## src/rtl/bcd_counter_n_pkg.sv

```systemverilog
// ---------------------------------------------------------------------------
// bcd_counter_n_pkg
// Shared constants and types for the multi-digit modulo counter.
//   DIGIT_W    : width of one digit register (always 4 bits)
//   MAX_DIGITS : largest supported DIGITS parameter
//   MAX_RADIX  : largest supported per-digit modulus
//   digit_t    : one digit value
// ---------------------------------------------------------------------------
package bcd_counter_n_pkg;

    localparam int DIGIT_W    = 4;
    localparam int MAX_DIGITS = 8;
    localparam int MAX_RADIX  = 16;

    typedef logic [DIGIT_W-1:0] digit_t;

endpackage : bcd_counter_n_pkg

```

## src/rtl/bcd_counter_n_digit.sv

```systemverilog
// ---------------------------------------------------------------------------
// bcd_digit
// One digit of the cascaded counter: a 4-bit register that counts modulo
// RADIX, with synchronous parallel load and an illegal-value clamp.
//
// Optional feature macro: COUNTER_DOWN_EN (compiles in decrement support).
//
// Ports:
//   clk        in  : rising-edge clock
//   rst        in  : synchronous active-low reset
//   load       in  : load load_digit (values >= RADIX are stored as 0)
//   load_digit in  : value to load
//   step       in  : advance this digit by one in the selected direction
//   up         in  : direction, 1 = up (ignored without COUNTER_DOWN_EN)
//   q          out : registered digit value
//   at_max     out : q == RADIX-1
//   at_min     out : q == 0 (tied low without COUNTER_DOWN_EN)
// ---------------------------------------------------------------------------
module bcd_digit
    import bcd_counter_n_pkg::*;
#(
    parameter int RADIX = 10
) (
    input  logic   clk,
    input  logic   rst,
    input  logic   load,
    input  digit_t load_digit,
    input  logic   step,
    input  logic   up,
    output digit_t q,
    output logic   at_max,
    output logic   at_min
);

    localparam digit_t MAX_VAL = digit_t'(RADIX - 1);

    digit_t q_reg;
    digit_t q_next;
    digit_t inc_val;

    assign at_max  = (q_reg == MAX_VAL);
    assign inc_val = at_max ? digit_t'(0) : q_reg + digit_t'(1);

`ifdef COUNTER_DOWN_EN
    digit_t dec_val;

    assign at_min  = (q_reg == digit_t'(0));
    assign dec_val = at_min ? MAX_VAL : q_reg - digit_t'(1);

    always_comb begin
        q_next = q_reg;
        if (load) begin
            q_next = (load_digit <= MAX_VAL) ? load_digit : digit_t'(0);
        end else if (step) begin
            q_next = up ? inc_val : dec_val;
        end
    end
`else
    logic unused_up;

    assign unused_up = up;
    assign at_min    = 1'b0;

    always_comb begin
        q_next = q_reg;
        if (load) begin
            q_next = (load_digit <= MAX_VAL) ? load_digit : digit_t'(0);
        end else if (step) begin
            q_next = inc_val;
        end
    end
`endif

    always_ff @(posedge clk) begin
        if (!rst) begin
            q_reg <= '0;
        end else begin
            q_reg <= q_next;
        end
    end

    assign q = q_reg;

endmodule : bcd_digit

```

## src/rtl/bcd_counter_n.sv

```systemverilog
// ---------------------------------------------------------------------------
// bcd_counter_n
// DIGITS cascaded modulo-RADIX digits with enable, synchronous load,
// optional down counting, combinational terminal count and a registered
// wrap pulse. Instances cascade by driving the next instance's en from tc.
//
// Optional feature macro: COUNTER_DOWN_EN (up port selects direction;
// without it the counter counts up only and up is ignored).
//
// Ports:
//   clk      in  : rising-edge clock
//   rst      in  : synchronous active-low reset
//   en       in  : count enable
//   up       in  : direction, 1 = up, 0 = down
//   load     in  : synchronous parallel load (beats en)
//   load_val in  : load value, digit 0 in bits [3:0]
//   cnt      out : registered count, digit 0 in bits [3:0]
//   tc       out : en AND all digits at the terminal value for the direction
//   wrap     out : one-cycle pulse while cnt shows the wrapped value
// ---------------------------------------------------------------------------
module bcd_counter_n
    import bcd_counter_n_pkg::*;
#(
    parameter int DIGITS = 2,
    parameter int RADIX  = 10
) (
    input  logic                      clk,
    input  logic                      rst,
    input  logic                      en,
    input  logic                      up,
    input  logic                      load,
    input  logic [DIGIT_W*DIGITS-1:0] load_val,
    output logic [DIGIT_W*DIGITS-1:0] cnt,
    output logic                      tc,
    output logic                      wrap
);

    logic [DIGITS-1:0] at_max;
    logic [DIGITS-1:0] at_min;
    logic [DIGITS-1:0] step;
    logic              dir_up;
    logic              wrap_reg;

    // carry_up[k] is high when en is set and digits 0..k-1 are all at
    // RADIX-1; carry_up[DIGITS] is therefore the full-counter terminal.
    logic [DIGITS:0]   carry_up;

    assign carry_up[0] = en;

`ifdef COUNTER_DOWN_EN
    // Borrow chain mirrors the carry chain for the all-zero condition.
    logic [DIGITS:0]   carry_dn;

    assign carry_dn[0] = en;
    assign dir_up      = up;
    assign tc          = dir_up ? carry_up[DIGITS] : carry_dn[DIGITS];
`else
    logic unused_down;

    assign unused_down = &{1'b0, up, at_min};
    assign dir_up      = 1'b1;
    assign tc          = carry_up[DIGITS];
`endif

    generate
        for (genvar gi = 0; gi < DIGITS; gi++) begin : g_digit
            digit_t q_digit;

            assign carry_up[gi+1] = carry_up[gi] & at_max[gi];
`ifdef COUNTER_DOWN_EN
            assign carry_dn[gi+1] = carry_dn[gi] & at_min[gi];
            assign step[gi]       = dir_up ? carry_up[gi] : carry_dn[gi];
`else
            assign step[gi]       = carry_up[gi];
`endif

            bcd_digit #(
                .RADIX (RADIX)
            ) u_digit (
                .clk        (clk),
                .rst        (rst),
                .load       (load),
                .load_digit (load_val[gi*DIGIT_W +: DIGIT_W]),
                .step       (step[gi]),
                .up         (dir_up),
                .q          (q_digit),
                .at_max     (at_max[gi]),
                .at_min     (at_min[gi])
            );

            assign cnt[gi*DIGIT_W +: DIGIT_W] = q_digit;
        end
    endgenerate

    // The wrapped value appears on the edge that consumes tc, so registering
    // tc (minus load, which overrides the step) lines the pulse up with it.
    always_ff @(posedge clk) begin
        if (!rst) begin
            wrap_reg <= 1'b0;
        end else begin
            wrap_reg <= tc & ~load;
        end
    end

    assign wrap = wrap_reg;

endmodule : bcd_counter_n

```

## config.mk

```make
export PLATFORM = sky130hd
export DESIGN_NAME = bcd_counter_n
export DESIGN_NICKNAME = d
export VERILOG_FILES = /design/src/rtl/bcd_counter_n_pkg.sv /design/src/rtl/bcd_counter_n_digit.sv /design/src/rtl/bcd_counter_n.sv
export SDC_FILE = /design/constraint.sdc
export NUM_CORES = 1
export LEC_CHECK = 0
export CAP_MARGIN = 20
export CORE_MARGIN = 3
export CORE_UTILIZATION = 40
export DETAILED_ROUTE_END_ITERATION = 16
export DONT_BUFFER_PORTS = 1
export HOLD_SLACK_MARGIN = 0.02
export MAX_ROUTING_LAYER = met4
export PLACE_DENSITY = 0.56
export REMOVE_ABC_BUFFERS = 1
export SYNTH_ARGS = -nofsm -noshare
export SYNTH_HDL_FRONTEND = slang
export SYNTH_SLANG_ARGS = --single-unit
```

## constraint.sdc

```tcl
create_clock -name clk -period 1.3 [get_ports clk]
set_clock_uncertainty 0.2 [all_clocks]
set_input_delay 0.195 -clock clk [delete_from_list [all_inputs] [get_ports clk]]
set_output_delay 0.195 -clock clk [all_outputs]
set_load 0.02 [all_outputs]
```

; Word-level counts from Yosys, hierarchy flattened
; Index checks and enable logic that the tools add are counted.
[classes]
n_addsub = 2
order_cmp = 2
muxes = 8
reduce_logical = 2
n_eq_ne = 2
n_bitwise = 4
[ops]
columns = cell, count
row1 = two-way mux 4 bit, 8
row2 = "adder 4 x 1 -> 4 bit, second input constant", 2
row3 = "equality test 4 bit, second input constant", 2
row4 = "less-or-equal comparator 4 bit, second input constant", 2
row5 = nonzero test 2 bit, 2
row6 = AND 1 bit, 3
row7 = inverter 1 bit, 1
[word_totals]
ff_bits = 9
inputBits = 13

; Logic depth before layout (Yosys ltp)
; Gate-level depths: netlist of the first run.
[depth]
ltp_word = 4
depth_mapped = 4
ltp_nobuf = 4

; By module
; Synthesis of the first run repeated with hierarchy kept, for this count alone.
[hier_totals]
cells_unflattened = 67
area_unflattened_um2 = 571.8
[by_module_without_submodules]
columns = mod, area_per_inst_um2, cells_per_inst, n_inst, seq_area_each_um2
row1 = bcd_digit, 260.2, 31, 2, 80.1
row2 = bcd_counter_n, 51.3, 5, 1, 20.0

; Worst setup path before layout of the first run
; Ideal clock, no wire load.
[synth_timing]
path_kind = reg-to-output
start = register g_digit[0].u_digit.q_reg[0]
end = output tc
arrival_ns = 1.482
slack_ns = -0.577
t_required_ns = 0.905
n_path_buf = 0
path_stages_with_launch = 5
path_cell_list = dfxtp_1 > nand4b_2 > nor2_2 > nand2_1 > nor3_1
[synth_between]
elab_chain_len = 3
[synth_lines]
columns = item, line
row1 = from (decl), bcd_counter_n_digit.sv:37  ; digit_t q_reg;
row2 = from (signal assigned), bcd_counter_n_digit.sv:78  ; q_reg <= q_next;
row3 = equality test 4 bit, bcd_counter_n_digit.sv:41  ; assign at_max = (q_reg == MAX_VAL);
row4 = AND 1 bit (2 in series), bcd_counter_n.sv:69  ; assign carry_up[gi+1] = carry_up[gi] & at_max[gi];
row5 = to (decl), bcd_counter_n.sv:34  ; output logic tc,
; Every way passes these cells.

; Worst setup path in the final report of the first run
[layout_timing]
start = register g_digit[0].u_digit.q_reg[2]
end = output tc
; Same word-level chain as after synthesis.

==> metrics.cfg, run 1 <==
[run_status]
status=finished with violations
failed_checks=setup timing

[sta]
drv_slew=0
max_slew_margin_pct=73.9
post-route-period-util_pct=130
worst_slack_ps=-389
setup_viol=10
hold_viol_final=0
max_freq_mhz=592
finalCriticalPeriod_ps=1690
worstMarginPinSlew_ps=391
rsz0062_at_grt=true

[drt]
drc=0
routedWlPerCell_microns=15.6
dr.first_iter.drc_count=19
ant_nets=0
drt_pass1_iterations=6
wl_microns=1930
dr_total_vias=677
vias_per_cell=5.46

[pwr]
cellLeakagePower_nw=0.465
p_per_area_nw_per_um2=762
peakVddDrop_mv=0.612

[cts]
clkLatencyLatePin_ps=270
clkTransAtPathRegs_ps=70
cts_tree=done
cts_buffer_depth=2
cts_root_buffer=clkbuf_4
cts_sinks=9
cts_made_buffers=3
ctsHtreeMaxLevel=1

[floorplan]
ios=23
start_util_pct=46.4
fp.dieW_microns=43.3
die_y_microns=43.3
fp.dieArea_sq_um=1880
core_area_sq_um=1200
rows=12

[global_route]
grt_usage_pct=20.7
grt_overflow=0
grt_first_pass_wirelength_microns=2780
grt_pass1_vias=629
grt_antenna_before_repair=0
grt_max_degree=13

[placement]
place.detailed.hpwl_microns=1030
gp_congestion=0.733
numPortBuffers=0
placed_area_sq_um=713

[hold_path]
hold_path_class=primary input to flip-flop
hold_depth=3

[yosys]
syn_area_sq_um=557
synth-warning-count=0
yosysUniqueCellTypes=31
synth-seq-area-share_pct=32.4
synthCells=70
synth.area.top_cells=dfxtp_1, nand2_1, xnor2_1
synth.avg_cell_area_sq_um=7.95
synth_seq_cells=9
post-synth-top-area-cell=dfxtp_1
synth_top_area_share_pct=32.4

[finish]
final_cell_mix=buf_4, buf_6, dlygate4sd3_1, nand2_1
final_area_sq_um=1030
utilization_pct=85.9
num_antenna_cells=0
final_common_cell=buf_4
drive_gt1_share_pct=47.3
largest_reg_flops=8
areaGrowthSynthToFinish_pct=85.4
final_nets=124

[worst_setup_path]
crit_arrival_ps=1290
critPathMaxFanout=2
required_ps=900
cp-start-kind=flip-flop
worst-r2r-cell-count=7
worstSetupEndpointType=output pin
crit_type=flip-flop to output pin

[flow_run]
max_cap_viol_count=0

synth_stat cells:
cell type	n
a211o_2	1
a21boi_0	1
a21o_1	1
a21oi_1	5
a221o_1	1
and3_1	1
clkbuf_1	1
dfxtp_1	9
inv_1	5
mux2i_1	1
nand2_1	9
nand2_2	1
nand2b_1	3
nand3_1	1
nand3b_1	1
nand4b_2	1
nor2_1	5
nor2_2	2
nor2b_1	2
nor3_1	1
nor3_2	1
nor3b_1	1
nor4_1	1
nor4_2	1
o211a_1	1
o21a_1	1
o21ai_0	5
o311a_1	2
o32ai_1	1
xnor2_1	3
xor2_1	1
worst max-delay path, cell delays in order, from the launching register on:
cell and delay (ps):
dfxtp_2 320, nand4b_4 180, nor2_4 120, nand2_2 70, nor3_2 170, buf_4 160
area by class of cell:
| type | count | area, sq um |
|---|---|---|
| fillers | 67 | 169 |
| inverters | 5 | 18.8 |
| flip-flops and latches | 9 | 193 |
| repair buffers | 37 | 347 |
| clock buffers | 4 | 26.3 |
| multi-input cells | 55 | 430 |
| well taps | 14 | 17.5 |
kinds of logic after synthesis:
kind of cell / count (synthesis) / synth area share (%)
mux: 1 / 1.80
xor+xnor: 4 / 6.29
buf+inv: 6 / 4.04
flops: 9 / 32.4
simple gates: 31 / 31.9
compound gates: 19 / 23.6
worst paths after layout:
kind,from,end,slack [ps]
setup / recovery,g_digit[0].u_digit.q[2]$_SDFFE_PN0P_,tc,-390
hold / removal,load_val[6],g_digit[1].u_digit.q[2]$_SDFFE_PN0P_,30
setup reg to reg,g_digit[0].u_digit.q[2]$_SDFFE_PN0P_,g_digit[0].u_digit.q[3]$_SDFFE_PN0P_,-310
hold reg to reg,g_digit[1].u_digit.q[3]$_SDFFE_PN0P_,wrap$_SDFF_PN0_,410
what timing repair did:
| item | in CTS | in global routing |
|---|---|---|
| endpoints found under the setup margin | 10 | 14 |
| endpoints found under the hold margin | 9 | 0 |
| resized for setup | 24 | 13 |
| buffers inserted | 9 | 5 |
| pin swaps | 7 | 10 |
| hold buffers | 10 | 0 |
layer usage:
metal,wire length [microns],global-route usage (%)
met1,817,25.8
met2,938,32.7
met3,127,2.97
met4,46,9.04
met5,0,-
where the power goes:
group | switching, mW | internal (mW) | leakage [nW] | total (mW)
registers | 0.0184 | 0.293 | 0.0769 | 0.311
logic | 0.115 | 0.125 | 0.373 | 0.241
clock network | 0.116 | 0.119 | 0.0150 | 0.235
total | 0.250 | 0.537 | 0.465 | 0.787
through the flow:
stage                     TNS [ps]  std cells  power [mW]  hold slack [ps]  setup WS [ps]
after floorplan              -1670         69       0.402              113           -577
after global placement        -973        102       0.460              117           -174
after detailed placement     -1250        102       0.462              119           -225
after CTS                    -1820        121       0.760             32.3           -338
after global routing         -2510        124       0.822             85.9           -468
final                        -1930        124       0.787             27.8           -389
(Power assumes the default switching activity.)
==> inputs of run 2 (changes only) <==
- PLACE_DENSITY: 0.56 -> 0.54
- clock period: 1.3 -> 1.85 ns (I/O delays scaled with it)
==> run 2 against run 1 <==
The run now ends clean; die area did not move; worst hold slack improved by 2.6 ps; cell count is 23% lower; clock power shrank 35%; critical path type unchanged; largest cell class unchanged.
==> metrics.cfg, run 2 (synthesis results as in run 1) <==
[sta]
hold_viol_final=0
setup_viol=0
max_slew_margin_pct=71.9
worst_slack_ps=106
max_freq_mhz=573
finalCriticalPeriod_ps=1740
rsz0062_at_grt=false
worstMarginPinSlew_ps=421
post-route-period-util_pct=94.3
fin_hold_ws_ps=30.4
drv_slew=0

[cts]
ctsHtreeMaxLevel=1
clkLatencyLatePin_ps=260
cts_buffer_depth=2
clkTransAtPathRegs_ps=70
cts_made_buffers=3
cts_sinks=9
cts_root_buffer=clkbuf_4
cts_tree=done

[global_route]
grt_overflow=0
grt_max_degree=10
grt_pass1_vias=523
grt_usage_pct=16.1
grt_antenna_before_repair=0
grt_first_pass_wirelength_microns=2260

[worst_setup_path]
rr_startpoint=g_digit[0].u_digit.q[1]$_SDFFE_PN0P_
worstSetupEndpointType=output pin
crit_arrival_ps=1270
required_ps=1370
rrSetupSlack_ps=240
crit_type=flip-flop to output pin
cp_cell_sequence=nand4b_2 -> nor2_2 -> nand2_2 -> nor3_2 -> buf_4
cp-start-kind=flip-flop
cp_slowest_cell=dfxtp_1
worst-r2r-cell-count=3
r2r-end=g_digit[1].u_digit.q[3]$_SDFFE_PN0P_
slowest_delay_ps=310
critPathMaxFanout=2

[finish]
instances_no_fill=95
fillers=124
drive_gt1_share_pct=23.5
final_cell_mix=nand2_1, dfxtp_1, buf_4
num_antenna_cells=0
final_nets=95
utilization_pct=55.8
areaGrowthSynthToFinish_pct=20.4
largest_reg_flops=8

[placement]
place.detailed.hpwl_microns=1000
gp_congestion=0.698
placedCellCount=88
pre_cts_ws_ps=228
numPortBuffers=0

[drt]
ant_nets=0
vias_per_cell=5.49
drt_pass1_iterations=4
dr_total_vias=522
routedWlPerCell_microns=13.6
dr.first_iter.drc_count=3
wl_microns=1290
drc=0

[pwr]
p_per_area_nw_per_um2=684
p_total_mw=0.458
peakVddDrop_mv=0.311
cellLeakagePower_nw=0.279

[hold_path]
whs_endpoint=g_digit[1].u_digit.q[1]$_SDFFE_PN0P_
hold_depth=2
hold_path_class=primary input to flip-flop
hp-start=load_val[7]

[floorplan]
rows=12
ios=23
start_util_pct=46.4
core_area_sq_um=1200
fp.dieW_microns=43.3
fp.dieArea_sq_um=1880
die_y_microns=43.3

[flow_run]
max_cap_viol_count=0

[run_status]
status=finished, final reports clean

[run 2: changes by cell type in the layout (fill, tap and decap cells not counted), sizes merged]
cell and delta:
buf -21, dlygate4sd3 -7, dlymetal6s4s -1
[run 2: area by class of cell]
type | count | area [sq um] | share of cell area [%]
well taps | 14 | 17.5 | 2.61
multi-input cells | 55 | 362 | 53.9
inverters | 5 | 18.8 | 2.80
flip-flops and latches | 9 | 181 | 27.1
clock buffers | 4 | 26.3 | 3.92
repair buffers | 8 | 65.1 | 9.70
[run 2: repair_timing]
action,in CTS,in global routing
hold endpoints to repair,9,0
hold buffers,2,0
buffers inserted,1,0
pin swaps,1,2
setup endpoints to repair,1,1
resized for setup,1,2
[run 2: critical path: cells and delay by family, from the launching register on]
family	cells	cell delay (ps)
buffers and inverters	1	160
DFF	1	310
and+or+nand+nor	4	540
[run 2: routing by layer]
metal,GRT usage (%),vias to the layer above,wire length [microns]
met2,22.4,23,541
met4,3.61,0,0
met5,-,-,0
met3,5.93,0,132
li1,-,271,-
met1,21.9,228,620
[run 2: stage by stage]
step                      setup TNS, ps  cell area [sq um]
after detailed placement              0                608
after CTS                             0                663
after global placement                0                608
after floorplan                    -110                553
final                                 0                671
after global routing                  0                671
[run 2: where the power goes]
part           total, mW  internal (mW)  leakage [nW]  switching (mW)
Clock              0.153         0.0831        0.0150          0.0695
Sequential         0.229          0.206        0.0745          0.0235
Combinational     0.0768         0.0364         0.190          0.0404
Total              0.458          0.325         0.279           0.133
[run 2: how the worst max path moves through the flow]
stage                                               startpoint                              endpoint  depth (start not counted)
after floorplan           g_digit[0].u_digit.q[0]$_SDFFE_PN0P_                                    tc                          4
after detailed placement  g_digit[0].u_digit.q[1]$_SDFFE_PN0P_  g_digit[1].u_digit.q[3]$_SDFFE_PN0P_                          3
after global routing      g_digit[1].u_digit.q[2]$_SDFFE_PN0P_                                    tc                          3
final                     g_digit[0].u_digit.q[2]$_SDFFE_PN0P_                                    tc                          5
after global placement    g_digit[0].u_digit.q[1]$_SDFFE_PN0P_  g_digit[1].u_digit.q[3]$_SDFFE_PN0P_                          3
after CTS                 g_digit[0].u_digit.q[2]$_SDFFE_PN0P_                                    tc                          5
==> inputs of run 3 (changes only) <==
- ABC_AREA: not set -> 1
==> run 3 against run 2 <==
Flip-flop and latch count stayed put; sequential share of layout area fell by 2.3 points; worst hold slack got worse by 5.0 ps; count of clock-buffer cells in the layout stayed put; critical endpoint unchanged.
==> metrics.cfg, run 3 <==
[global_route]
met2_usage_pct=24.6
grt_first_pass_wirelength_microns=2470
grt_overflow=0
met3_usage_pct=7.17
met1_usage_pct=23.6
grt_antenna_before_repair=0
grt_pass1_vias=571
grt_busiest_layer=met2
grt_max_degree=13
grt_usage_pct=17.8

[placement]
numPortBuffers=0
gp_congestion=0.810
place.detailed.hpwl_microns=1180
placed_area_sq_um=668
pre_cts_ws_ps=372
placedCellCount=119

[yosys]
synth_top_family_by_area=simple AND/OR/NAND/NOR gates
synth-edff-count=0
synth_most_common_cell=nand2_1
synth_seq_cells=9
syn_area_sq_um=609
synth_top_flop_cell=dfxtp_1
synthCells=99
synthTopCellsByCount=nand2_1, nand3_1, inv_1
synth-warning-count=0
synth-seq-area-share_pct=29.6
synth_xor_area_share_pct=0
synthArstFlopShare_pct=0
synth_top_area_share_pct=29.6
synth.avg_cell_area_sq_um=6.15
synth_compound_area_share_pct=10.7
yosys.area_share.simple_pct=47.8
synth.area.top_cells=dfxtp_1, nand2_1, nand3_1
post-synth-top-area-cell=dfxtp_1
synth.area.mux_share_pct=0
synth_fa_ha_area_share_pct=0
yosysUniqueCellTypes=19

[cts]
cts_made_buffers=3
cts_buffer_depth=2
cts_sinks=9
cts_tree=done
post-cts-setup-buffers=0
clkLatencyLatePin_ps=270
clkTransAtPathRegs_ps=70
ctsHtreeMaxLevel=1
cts_root_buffer=clkbuf_4

[sta]
finalCriticalPeriod_ps=1730
rsz0062_at_grt=false
max_slew_margin_pct=76.6
hold_viol_final=0
drv_slew=0
worstMarginPinSlew_ps=350
post-route-period-util_pct=93.3
fin_hold_ws_ps=25.4
setup_viol=0
max_freq_mhz=579
worst_slack_ps=124
tns_ps=0

[worst_setup_path]
cp-start-kind=flip-flop
worstSetupEndpointType=output pin
cp-endpoint=tc
r2r-end=g_digit[1].u_digit.q[3]$_SDFFE_PN0P_
worst-r2r-cell-count=5
rr_startpoint=g_digit[1].u_digit.q[1]$_SDFFE_PN0P_
crit_type=flip-flop to output pin
rrSetupSlack_ps=490
startpoint=g_digit[1].u_digit.q[1]$_SDFFE_PN0P_
critPathMaxFanout=5
required_ps=1370
crit_arrival_ps=1250

[drt]
drt_pass1_iterations=4
vias_per_cell=5.14
ant_nets=0
drc=0
routedWlPerCell_microns=12.4
dr.first_iter.drc_count=9
wl_microns=1560
dr_total_vias=648

[finish]
final_common_cell=nand2_1
instances_no_fill=126
areaGrowthSynthToFinish_pct=19.3
final_nets=125
largest_reg_flops=8
final_area_sq_um=727
final_cell_mix=nand2_1, nand3_1, inv_1, nor2_1, dfxtp_1
num_antenna_cells=0
fillers=156
drive_gt1_share_pct=16.2
utilization_pct=53.2

[hold_path]
hp-start=rst
hold_path_class=primary input to flip-flop

[pwr]
cellLeakagePower_nw=0.358
peakVddDrop_mv=0.301
p_total_mw=0.481
p_per_area_nw_per_um2=661

[flow_run]
max_cap_viol_count=0

[floorplan]
rows=13
core_area_sq_um=1370
fp.dieArea_sq_um=2030
start_util_pct=44.6
die_y_microns=45.0
ios=23
fp.dieW_microns=45.0

[run_status]
status=finished, final reports clean

## run 3: cells by family (layout without fill, tap and decap cells)
group                  count (synthesis)  count (layout)
and+or+nand+nor                       60              60
AOI/OAI and AO/OA                     12              12
buffers and inverters                 18              30
DFF                                    9               9
## run 3: worst max-delay path, stage by stage, from the launching register on
cell and delay [ps]:
dfxtp_1 420, nor2_2 170, nand3_1 130, nor2_1 120, buf_4 150
## run 3: where the power goes
| group | switching (mW) | internal, mW |
|---|---|---|
| sequential | 0.0132 | 0.205 |
| combinational | 0.0668 | 0.0397 |
| clock | 0.0726 | 0.0832 |
| total | 0.153 | 0.328 |
## run 3: area by class of cell
| type | instances | area, sq um | area share (%) |
|---|---|---|---|
| sequential | 9 | 180 | 24.8 |
| inverter | 16 | 60.1 | 8.26 |
| multi-input combinational | 72 | 359 | 49.4 |
| timing repair buffer | 10 | 82.6 | 11.4 |
| clock buffer | 4 | 26.3 | 3.61 |
| tap | 15 | 18.8 | 2.58 |
## run 3: worst min-delay path by stage
stage          depth (start not counted)                              endpoint
2_1_floorplan                          1                       wrap$_SDFF_PN0_
3_3_place_gp                           1                       wrap$_SDFF_PN0_
3_5_place_dp                           1                       wrap$_SDFF_PN0_
4_1_cts                                2  g_digit[1].u_digit.q[1]$_SDFFE_PN0P_
5_1_grt                                2  g_digit[1].u_digit.q[1]$_SDFFE_PN0P_
6_report                               2  g_digit[1].u_digit.q[1]$_SDFFE_PN0P_
## run 3: what timing repair did
action | in CTS | in global routing
gates resized for setup | 0 | 1
hold endpoints to repair | 7 | 0
hold buffers | 3 | 0
endpoints found under the setup margin | 0 | 1
## run 3: layer usage
layer | routed length [microns] | up-vias
met5 | 0 | -
met4 | 13 | 0
met3 | 125 | 2
met2 | 641 | 22
met1 | 782 | 280
li1 | - | 344
